## config.mk

```make
export PLATFORM = sky130hd
export DESIGN_NAME = stream_mem_loader
export DESIGN_NICKNAME = d
export VERILOG_FILES = /design/src/rtl/stream_mem_loader.sv
export SDC_FILE = /design/constraint.sdc
export NUM_CORES = 1
export LEC_CHECK = 0
export ABC_CLOCK_PERIOD_IN_PS = 1900
export BUFFER_PORTS_ARGS = -buffer_cell sky130_fd_sc_hd__buf_2
export CAP_MARGIN = 5
export CORE_ASPECT_RATIO = 1.2
export CORE_UTILIZATION = 45
export DETAILED_ROUTE_END_ITERATION = 12
export PLACE_DENSITY = 0.77
export SLEW_MARGIN = 20
export SYNTH_ARGS = -nofsm -noshare
export SYNTH_HDL_FRONTEND = slang
export SYNTH_SLANG_ARGS = --single-unit
```

## constraint.sdc

```tcl
create_clock -name clk -period 1.9 [get_ports clk]
set_clock_uncertainty 0.05 [all_clocks]
set_input_delay 0.38 -clock clk [delete_from_list [all_inputs] [get_ports clk]]
set_output_delay 0.38 -clock clk [all_outputs]
set_load 0.02 [all_outputs]
```

## src/rtl/stream_mem_loader.sv

```systemverilog
// Boot loader: packs a serial byte stream into words and writes them to
// consecutive memory addresses 0..last_addr, tracking checksum and overrun.
module stream_mem_loader #(
  parameter int unsigned BYTES_PER_WORD = 1,
  parameter int unsigned ADDR_W         = 18
) (
  input  logic                        clk,
  input  logic                        rst,
  input  logic                        rx_tick,
  input  logic [7:0]                  din,
  input  logic                        abort,
  input  logic [ADDR_W-1:0]           last_addr,
  output logic                        wen,
  output logic [ADDR_W-1:0]           addr,
  output logic [8*BYTES_PER_WORD-1:0] dout,
  output logic                        busy,
  output logic                        fin,
  output logic [7:0]                  csum,
  output logic                        ovf
);

  localparam int unsigned        DW        = 8 * BYTES_PER_WORD;
  localparam int unsigned        LANE_W    = 2;
  localparam logic [LANE_W-1:0]  LAST_LANE = LANE_W'(BYTES_PER_WORD - 1);

  typedef enum logic [1:0] {
    S_IDLE,
    S_COLLECT,
    S_WRITE,
    S_DONE
  } state_t;

  state_t              state_q, state_d;
  logic [LANE_W-1:0]   lane_q, lane_d;
  logic [DW-1:0]       word_q, word_d;
  logic [DW-1:0]       dout_q, dout_d;
  logic [ADDR_W-1:0]   addr_q, addr_d;
  logic [7:0]          csum_q, csum_d;
  logic                wen_q, wen_d;
  logic                busy_q, busy_d;
  logic                fin_q, fin_d;
  logic                ovf_q, ovf_d;

  function automatic logic [DW-1:0] put_lane(input logic [DW-1:0]     w,
                                             input logic [LANE_W-1:0] lane,
                                             input logic [7:0]        b);
    logic [DW-1:0] r;
    r = w;
    for (int unsigned i = 0; i < BYTES_PER_WORD; i++) begin
      if (lane == LANE_W'(i)) r[i*8 +: 8] = b;
    end
    return r;
  endfunction

  always_comb begin
    state_d = state_q;
    lane_d  = lane_q;
    word_d  = word_q;
    dout_d  = dout_q;
    addr_d  = addr_q;
    csum_d  = csum_q;
    wen_d   = 1'b0;
    busy_d  = busy_q;
    fin_d   = fin_q;
    ovf_d   = ovf_q;

    unique case (state_q)
      S_IDLE: begin
        if (rx_tick) begin
          fin_d  = 1'b0;
          ovf_d  = 1'b0;
          csum_d = din;
          busy_d = 1'b1;
          word_d = put_lane(word_q, '0, din);
          if (BYTES_PER_WORD == 1) begin
            wen_d   = 1'b1;
            dout_d  = word_d;
            state_d = S_WRITE;
          end else begin
            lane_d  = LANE_W'(1);
            state_d = S_COLLECT;
          end
        end
      end
      S_COLLECT: begin
        if (rx_tick) begin
          word_d = put_lane(word_q, lane_q, din);
          csum_d = csum_q + din;
          if (lane_q == LAST_LANE) begin
            wen_d   = 1'b1;
            dout_d  = word_d;
            lane_d  = '0;
            state_d = S_WRITE;
          end else begin
            lane_d = lane_q + LANE_W'(1);
          end
        end
      end
      S_WRITE: begin
        if (addr_q == last_addr) begin
          state_d = S_DONE;
          if (rx_tick) ovf_d = 1'b1;
        end else begin
          addr_d  = addr_q + ADDR_W'(1);
          lane_d  = '0;
          state_d = S_COLLECT;
          // A byte landing here opens the next word; with one byte per word it completes it.
          if (rx_tick) begin
            word_d = put_lane(word_q, '0, din);
            csum_d = csum_q + din;
            if (BYTES_PER_WORD == 1) begin
              wen_d   = 1'b1;
              dout_d  = word_d;
              state_d = S_WRITE;
            end else begin
              lane_d = LANE_W'(1);
            end
          end
        end
      end
      S_DONE: begin
        fin_d   = 1'b1;
        busy_d  = 1'b0;
        addr_d  = '0;
        state_d = S_IDLE;
        if (rx_tick) ovf_d = 1'b1;
      end
      default: state_d = S_IDLE;
    endcase

    // Cancel wins over any byte this cycle; flags, checksum and last data are kept.
    if (abort) begin
      state_d = S_IDLE;
      addr_d  = '0;
      lane_d  = '0;
      wen_d   = 1'b0;
      busy_d  = 1'b0;
      fin_d   = fin_q;
      csum_d  = csum_q;
      ovf_d   = ovf_q;
      word_d  = word_q;
      dout_d  = dout_q;
    end
  end

  always_ff @(posedge clk) begin
    if (rst) begin
      state_q <= S_IDLE;
      lane_q  <= '0;
      word_q  <= '0;
      dout_q  <= '0;
      addr_q  <= '0;
      csum_q  <= '0;
      wen_q   <= 1'b0;
      busy_q  <= 1'b0;
      fin_q   <= 1'b0;
      ovf_q   <= 1'b0;
    end else begin
      state_q <= state_d;
      lane_q  <= lane_d;
      word_q  <= word_d;
      dout_q  <= dout_d;
      addr_q  <= addr_d;
      csum_q  <= csum_d;
      wen_q   <= wen_d;
      busy_q  <= busy_d;
      fin_q   <= fin_d;
      ovf_q   <= ovf_d;
    end
  end

  assign wen  = wen_q;
  assign addr = addr_q;
  assign dout = dout_q;
  assign busy = busy_q;
  assign fin  = fin_q;
  assign csum = csum_q;
  assign ovf  = ovf_q;

endmodule

```

==> out/results.txt, run 1 <==
Synth Instances: 310
Area after DPL: 3480 um^2
ant diodes: 0
area leader, netlist: dfxtp_1
violated checks: negative setup slack
max-slew violations: 0
cts bufs inserted: 5
largest net degree at the start of global routing: 21
root buffer selected by CTS: clkbuf_8
register bit total from synthesis: 42
cell area after synthesis: 2610 um^2
final hold violation count: 0
worst endpoint data arrival time: 2.16 ns
Comb pwr share: 22.8%
DRC Markers: 0
Netlist cell types: 50
final setup vio count: 16
hpwl dp: 5.20 mm
dpl cells: 482
1st-iter DRT viols: 128
P_int: 1.52 mW
top-area cell type share of the netlist area: 32.2%
Max Freq: 492 MHz
RSZ-0062 raised after global routing: true
Avg Inst Size Synth: 8.43 um^2
Clock Tree Buf Depth: 2
P_leak: 1.75 nW
startpoint types: flop
Post-synth ARST share: 0%
fin util: 72.0%
Sw Ratio: 28.1%
Initial Utilization: 46.4%
number of global-route vias before repair: 2,674
overall routing resource usage: 24.0%
pwr dens: 524 nW/um^2
Clock Sinks: 42
Req. time, crit path: 2.03 ns
CP Capture Type: flop
Worst-path clk slew: 0.09 ns
final instance area: 4050 um^2
Core Area: 5630 um^2
Nets: 489
Seq/Total Area, Yosys: 32.2%
Avg WL per Cell: 16.1 um
final WL: 8.17 mm
CTS tree: done
Max Cap Violations: 0
most numerous cell in the Yosys netlist: dfxtp_1
CTS HTree Levels: 2
FP Rows: 30
total grt overflow: 0
Ys Warns: 0
Post-synth EDFFs: 0
crit share post-route: 107%
clock share of power: 33.5%
status: finished with violations
Tightest Pin Transition: 0.473 ns
DRT antenna net count: 0
Finished Layout Cells: 508
routed via count: 2,878
NetSw: 0.597 mW
Worst Slack Setup Final: -0.131 ns
clk_lat worst skew: 0.30 ns
min Tclk post-route: 2.03 ns
maximum VDD drop: 0.386 mV
top-level port count: 68
pre-CTS WS: -0.283 ns
largest cells by area after synthesis: dfxtp_1 32%, ha_1 7.2%, xor2_1 7.0%
fraction of layout cells with a size suffix above 1: 51.6%
ys flop type: dfxtp_1
Slew headroom: 68.4%
initial antenna violation count: 0
Vias/cell: 5.67
Synth top cells by count: 42 x dfxtp_1, 35 x nor2_1, 24 x a21oi_1, 21 x xor2_1, 17 x mux2i_1
Die Ht: 85.5 um
Die Wd: 71.6 um
Port-buffer cells: 67
Reg power frac: 43.7%
kind of critical path: reg -> reg
first drt pass iteration count: 4
worst-path maximum fanout: 3
worst min path class: in -> reg
Die Footprint: 6120 um^2
synthesized netlist net count: 356
global placer's final weighted congestion: 0.942
Area Growth Syn to Fin: 55.1%
r2r setup slk: -0.13 ns
first-pass GRT wire length: 11.8 mm
final timing paths:
path,start,end,cells after the start
setup reg to reg,csum[1],csum[7],7
setup / recovery,csum[1],csum[7],7
hold / removal,din[1],dout[1],3
hold reg to reg,lane_q[0],lane_q[0],2
placed cells by master (no fill, tap or decap), types with 3 or more instances in the layout:
cell / n
a211oi_1: 6
a21oi_1: 20
a21oi_2: 3
buf_2: 67
buf_4: 60
buf_6: 10
clkbuf_8: 5
dfxtp_1: 20
dfxtp_2: 18
dfxtp_4: 4
ha_1: 9
ha_4: 6
inv_1: 13
mux2i_1: 16
nand2_1: 14
nand3_1: 8
nand4_1: 4
nor2_1: 34
nor2b_1: 3
nor3_1: 5
nor4_2: 3
o21ai_0: 9
o21ai_2: 8
o21ai_4: 3
o31ai_1: 6
or3_1: 10
xnor2_1: 3
xor2_1: 14
xor2_2: 7
state kept, by name (all words and copies together) (netlist names):
name and count:
dout 8, csum 8, fin 1, state_q 2, lane_q 2, addr 18
ovf 1, busy 1, wen 1
what timing repair did:
item,in CTS,in global routing
setup buffers,2,13
resized for setup,15,64
hold buffers,0,0
endpoints found under the setup margin,24,37
pin swaps,9,41
cloned,2,1
endpoints found under the hold margin,0,0
layout make-up:
| class | instances | area, um^2 |
|---|---|---|
| Clock buffer | 6 | 72.6 |
| Fill cell | 385 | 1580 |
| Sequential cell | 42 | 878 |
| Multi-Input combinational cell | 240 | 1990 |
| Tap cell | 64 | 80.1 |
| Clock inverter | 2 | 37.5 |
| Timing Repair Buffer | 139 | 938 |
| Inverter | 15 | 56.3 |
power groups by stage:
stage               sequential (mW)  clock (mW)  combinational, mW
finish                        0.927       0.711              0.484
global route                  0.931       0.754              0.524
CTS                           0.929       0.730              0.436
detailed placement            0.950           0              0.410
global placement              0.948           0              0.398
floorplan                     0.981           0              0.224
worst max-delay path: stages, from the launching register on:
cell	delay [ns]
dfxtp_4	0.36
ha_4	0.21
a21oi_4	0.13
o211ai_1	0.14
o41ai_2	0.41
mux2_2	0.39
o21ai_2	0.14
a21oi_1	0.07
metrics by stage:
| step | hold WS [ns] | TNS, ns | total power, mW |
|---|---|---|---|
| after global placement | 0.419 | -4.44 | 1.35 |
| after CTS | 0.322 | -0.124 | 2.10 |
| after global routing | 0.354 | -3.67 | 2.21 |
| after floorplan | 0.409 | -0.00576 | 1.20 |
| after detailed placement | 0.430 | -5.30 | 1.36 |
| final | 0.322 | -0.656 | 2.12 |
per-layer routing:
metal  up-vias  share of wire (%)  wire (um)  GRT usage [%]
met5         -                  0          0              0
met4         0                2.2        179           8.91
met3        17                4.5        367           3.92
met2       104                 54       4420           44.8
met1      1381                 39       3210           27.0
li1       1376                  -          -              -
logic make-up after synthesis:
group                      count (synthesis)  share of synthesized area, %
adders and majority gates                 16                          7.95
buffers and inverters                     30                          5.75
muxes                                     18                          6.94
and+or+nand+nor                          106                          21.3
AOI/OAI and AO/OA                         74                          17.9
DFF                                       42                          32.2
xor gates and xnor gates                  24                          8.05
Note: power is estimated with default switching activity, not from simulation.
==> inputs of run 2 (changes only) <==
TNS_END_PERCENT = 20   (was unset)
==> run 2 against run 1 <==
  * Combinational power decreased by 6.6%
  * Flip-flop and latch count did not move
  * Clock power is essentially flat
  * Power is 1.3% lower
  * Sequential share of layout area grew 1.1 points
  * First-iteration DRC count decreased by 15%
  * The flow still finishes with violations (negative setup slack)
  * Setup slack worse by 0.023 ns
  * Via count shrank 5.9%
  * Fmax fell by 1.1%
  * Sequential power about the same
  * Die area unchanged
  * Non-clock buffer count is 12 lower
==> out/results.txt, run 2 (synthesized netlist as in run 1, its figures left out) <==
hold path depth: 3 (unchanged)
crit path cell chain: ha_4 -> a21oi_4 -> o211ai_1 -> o41ai_2 -> mux2_2 -> o21ai_2 -> a21oi_1 (unchanged)
hold slack: 0.328 ns (was 0.322 ns)
ant diodes: 0 (unchanged)
Worst path max stage delay: 0.42 ns (was 0.41 ns)
met3 usage: 3.92% (unchanged)
hpwl dp: 5.20 mm (unchanged)
Core Area: 5630 um^2 (unchanged)
setup TNS: -0.155 ns (was -0.656 ns)
Vias/cell: 5.46 (was 5.67)
Die Wd: 71.6 um (unchanged)
Worst path slowest cell: o41ai_2 (unchanged)
final setup vio count: 1 (was 16)
r2r worst-path depth: 7 (unchanged)
Nets: 477 (was 489)
top-level port count: 68 (unchanged)
CP Depth: 7 (unchanged)
largest net degree at the start of global routing: 21 (unchanged)
total grt overflow: 0 (unchanged)
max-slew violations: 0 (unchanged)
Die Ht: 85.5 um (unchanged)
number of flip-flops in the largest register: 18 (unchanged)
RSZ-0062 raised after global routing: true (unchanged)
status: finished with violations (unchanged)
kind of critical path: reg -> reg (unchanged)
commonest non-fill, non-tap cells in the layout: 67 x buf_2, 57 x buf_4, 34 x nor2_1, 26 x dfxtp_1, 23 x a21oi_1 (was 67 x buf_2, 60 x buf_4, 34 x nor2_1, 20 x a21oi_1, 20 x dfxtp_1)
first drt pass iteration count: 4 (unchanged)
most common cell after layout, fill and taps aside: buf_2 (unchanged)
layer with the highest usage: met2 (unchanged)
routed via count: 2,707 (was 2,878)
first-pass GRT wire length: 11.8 mm (about the same)
worst-path maximum fanout: 3 (unchanged)
cts bufs inserted: 5 (unchanged)
initial antenna violation count: 0 (unchanged)
final hold violation count: 0 (unchanged)
worst min path class: in -> reg (unchanged)
Initial Utilization: 46.4% (unchanged)
global placer's final weighted congestion: 0.942 (unchanged)
overall routing resource usage: 23.9% (was 24.0%)
final WL: 7.26 mm (was 8.17 mm)
clk_lat worst skew: 0.30 ns (about the same)
Clock Sinks: 42 (unchanged)
min Tclk post-route: 2.05 ns (was 2.03 ns)
startpoint types: flop (unchanged)
Top delay family on crit path: compound AO/OA/AOI/OAI gates (unchanged)
worst endpoint data arrival time: 2.18 ns (was 2.16 ns)
M2 GR Usage: 44.2% (was 44.8%)
fraction of layout cells with a size suffix above 1: 44.9% (was 51.6%)
CTS tree: done (unchanged)
violated checks: negative setup slack (unchanged)
Worst Slack Setup Final: -0.155 ns (was -0.131 ns)
pwr dens: 552 nW/um^2 (was 524 nW/um^2)
Slew headroom: 71.4% (was 68.4%)
CP bufs+invs: 0 (unchanged)
CTS HTree Levels: 2 (unchanged)
Avg WL per Cell: 14.6 um (was 16.1 um)
1st-iter DRT viols: 109 (was 128)
Worst-path clk slew: 0.09 ns (about the same)
Max Freq: 487 MHz (was 492 MHz)
Port-buffer cells: 67 (unchanged)
crit share post-route: 108% (was 107%)
GRT met1 Usage: 27.4% (was 27.0%)
Area Growth Syn to Fin: 45.2% (was 55.1%)
DRT antenna net count: 0 (unchanged)
Overall Power: 2.10 mW (was 2.12 mW)
FP Rows: 30 (unchanged)
CP Capture Type: flop (unchanged)
Req. time, crit path: 2.03 ns (about the same)
Die Footprint: 6120 um^2 (unchanged)
Tightest Pin Transition: 0.428 ns (was 0.473 ns)
P_leak: 1.67 nW (was 1.75 nW)
Clock Tree Buf Depth: 2 (unchanged)
root buffer selected by CTS: clkbuf_8 (unchanged)
DRC Markers: 0 (unchanged)
number of global-route vias before repair: 2,651 (was 2,674)
maximum VDD drop: 0.383 mV (was 0.386 mV)
Max Cap Violations: 0 (unchanged)
## run 2: cell types whose count changed in the layout (fill, tap and decap cells not counted), moves of 3 or more
cell     before  now
buf_6        10    1
buf_4        60   57
a21oi_1      20   23
a21oi_2       3    0
o21ai_0       9   12
xor2_2        7    4
o21ai_2       8    3
dfxtp_2      18   14
dfxtp_1      20   26
xor2_1       14   17
o21ai_1       2    5
ha_2          0    3
## run 2: what timing repair did
action / in CTS / in global routing
setup buffers: 0 / 4
setup endpoints to repair: 24 / 37
cloned: 2 / 0
endpoints found under the hold margin: 0 / 0
gates resized for setup: 13 / 23
pin swaps: 3 / 14
hold buffers: 0 / 0
## run 2: worst paths after layout
check,start,endpoint,slack (ns)
setup / recovery,csum[1],csum[7],-0.15
hold / removal,din[1],dout[1],0.33
setup reg to reg,csum[1],csum[7],-0.15
hold reg to reg,lane_q[0],lane_q[0],0.45
## run 2: area by class of cell
type	instances	area, um^2
multi-input combinational	240	1870
fill	430	1840
sequential	42	866
timing repair buffer	127	815
tap	64	80.1
clock buffer	6	72.6
inverter	15	56.3
clock inverter	2	37.5
## run 2: routing by layer
layer  vias up  part of all wire [%]
met2        78                    53
li1       1347                     -
met1      1272                    42
met4         0                   1.3
met5         -                     0
met3        10                   3.8
## run 2: stage by stage
stage / utilization [%] / area [um^2] / worst slack [ns] / std cells
4_1_cts: 65.3 / 3670 / -0.0774 / 492
3_3_place_gp: 61.8 / 3480 / -0.228 / 482
3_5_place_dp: 61.8 / 3480 / -0.283 / 482
2_1_floorplan: - / 2740 / -0.00576 / 310
5_1_grt: 67.4 / 3790 / -0.258 / 496
6_report: 67.4 / 3790 / -0.155 / 496
## run 2: tightest hold or removal path, cell delays in order
cell     delay, ns
buf_2         0.12
mux2i_1       0.07
nor2_1        0.07
## run 2: where the power goes
group	internal (mW)	total [mW]	switching, mW
Clock	0.392	0.714	0.321
Combinational	0.212	0.452	0.240
Sequential	0.908	0.930	0.0221
Total	1.51	2.10	0.583
==> inputs of run 3 (changes only) <==
SKIP_CTS_REPAIR_TIMING = 1   (was unset)
==> run 3 against run 2 <==
  * Final cell count shrank 0.40%
  * Design area is 1.2% lower
  * Sequential power barely moved
  * Count of clock-buffer cells in the layout did not move
  * Clock power about the same
  * Global-route usage down 0.99 points
  * Register-to-register slack gained 0.02 ns
  * Via count hardly changed
  * Routed wire length down 0.88%
  * Critical path type unchanged
  * The flow still finishes with violations (negative setup slack)
  * Critical endpoint unchanged
  * Sequential share of layout area rose by 0.17 points
==> out/results.txt, run 3 (synthesized netlist as in run 1, its figures left out) <==
Reg area: 862 um^2 (was 866 um^2)
Nets: 475 (was 477)
Max Cap Violations: 0 (unchanged)
CTS tree: done (unchanged)
status: finished with violations (unchanged)
dpl cells: 482 (unchanged)
clk_lat worst skew: 0.30 ns (about the same)
Die Footprint: 6120 um^2 (unchanged)
total grt overflow: 0 (unchanged)
commonest non-fill, non-tap cells in the layout: 67 x buf_2, 54 x buf_4, 35 x nor2_1, 29 x dfxtp_1, 23 x a21oi_1 (was 67 x buf_2, 57 x buf_4, 34 x nor2_1, 26 x dfxtp_1, 23 x a21oi_1)
ant diodes: 0 (unchanged)
Worst Slack Setup Final: -0.138 ns (was -0.155 ns)
Filler cells: 437 (was 430)
CP Capture Type: flop (unchanged)
final WL: 7.20 mm (was 7.26 mm)
pwr dens: 559 nW/um^2 (was 552 nW/um^2)
worst-path maximum fanout: 2 (was 3)
final hold violation count: 0 (unchanged)
first drt pass iteration count: 6 (was 4)
most common cell after layout, fill and taps aside: buf_2 (unchanged)
largest net degree at the start of global routing: 21 (unchanged)
NetSw: 0.584 mW (was 0.583 mW)
Worst-path clk slew: 0.09 ns (about the same)
routed via count: 2,706 (was 2,707)
cts bufs inserted: 5 (unchanged)
max-slew violations: 0 (unchanged)
hold path depth: 3 (unchanged)
kind of critical path: reg -> reg (unchanged)
Core Area: 5630 um^2 (unchanged)
multi-input logic area: 1830 um^2 (was 1870 um^2)
P_leak: 1.67 nW (about the same)
Slew headroom: 71.4% (about the same)
initial antenna violation count: 0 (unchanged)
Port-buffer cells: 67 (unchanged)
DRC Markers: 0 (unchanged)
min Tclk post-route: 2.04 ns (was 2.05 ns)
Clock Sinks: 42 (unchanged)
top-level port count: 68 (unchanged)
number of flip-flops in the largest register: 18 (unchanged)
Reg power frac: 44.4% (about the same)
RSZ-0062 raised after global routing: true (unchanged)
CTS HTree Levels: 2 (unchanged)
first-pass GRT wire length: 11.3 mm (was 11.8 mm)
Area Growth Syn to Fin: 43.5% (was 45.2%)
number of global-route vias before repair: 2,563 (was 2,651)
Req. time, crit path: 2.03 ns (about the same)
hold slack: 0.321 ns (was 0.328 ns)
Sw Ratio: 27.9% (was 27.8%)
root buffer selected by CTS: clkbuf_8 (unchanged)
pre-CTS WS: -0.283 ns (unchanged)
Max Freq: 491 MHz (was 487 MHz)
Die Wd: 71.6 um (unchanged)
Initial Utilization: 46.4% (unchanged)
Die Ht: 85.5 um (unchanged)
DRT antenna net count: 0 (unchanged)
fraction of layout cells with a size suffix above 1: 42.6% (was 44.9%)
Vias/cell: 5.48 (was 5.46)
worst endpoint data arrival time: 2.17 ns (was 2.18 ns)
r2r worst-path depth: 7 (unchanged)
1st-iter DRT viols: 145 (was 109)
Overall Power: 2.10 mW (about the same)
Comb pwr share: 21.5% (was 21.6%)
overall routing resource usage: 22.9% (was 23.9%)
Finished Layout Cells: 494 (was 496)
Tightest Pin Transition: 0.427 ns (was 0.428 ns)
final setup vio count: 5 (was 1)
violated checks: negative setup slack (unchanged)
crit share post-route: 107% (was 108%)
Clock Tree Buf Depth: 2 (unchanged)
maximum VDD drop: 0.386 mV (was 0.383 mV)
startpoint types: flop (unchanged)
global placer's final weighted congestion: 0.942 (unchanged)
hpwl dp: 5.20 mm (unchanged)
Avg WL per Cell: 14.6 um (about the same)
FP Rows: 30 (unchanged)
clock share of power: 34.1% (about the same)
P_int: 1.51 mW (about the same)
worst min path class: in -> reg (unchanged)
-- run 3: routing by layer --
metal / wire, um / track usage, % / share of wire [%]
met3: 284 / 3.68 / 3.9
met4: 63 / 7.84 / 0.88
met1: 3000 / 26.4 / 42
met2: 3850 / 42.6 / 53
met5: 0 / 0 / 0
-- run 3: worst paths after layout --
path	start	end	slack [ns]
worst max register to register	csum[1]	csum[7]	-0.14
worst min register to register	dout[7]	dout[7]	0.45
worst min-delay path	din[1]	dout[1]	0.32
worst max-delay path	csum[1]	csum[7]	-0.14
-- run 3: critical path: stages, from the launching register on --
cell      delay (ns)
dfxtp_4         0.36
ha_4            0.21
a21oi_4         0.13
o211ai_1        0.15
o41ai_2         0.41
mux2_2          0.39
o21ai_2         0.14
a21oi_1         0.07
-- run 3: power by group through the flow --
stage / logic, mW / clock network, mW / registers (mW)
floorplan: 0.224 / 0 / 0.981
global placement: 0.398 / 0 / 0.948
detailed placement: 0.410 / 0 / 0.950
CTS: 0.413 / 0.730 / 0.929
global route: 0.491 / 0.760 / 0.933
finish: 0.451 / 0.715 / 0.930
-- run 3: cell type report --
cell class	instances	share of cell area (%)
clock inverters	2	1.00
inverters	15	1.50
flip-flops and latches	42	23.0
repair buffers	126	21.7
clock buffers	6	1.94
multi-input cells	239	48.7
well taps	64	2.14
-- run 3: metrics by stage --
| step | utilization (%) | setup TNS [ns] | cell area (um^2) |
|---|---|---|---|
| finish | 66.6 | -0.230 | 3750 |
| global route | 66.6 | -1.91 | 3750 |
| CTS | 63.8 | -2.16 | 3590 |
| detailed placement | 61.8 | -5.30 | 3480 |
| global placement | 61.8 | -4.44 | 3480 |
| floorplan | - | -0.00576 | 2740 |
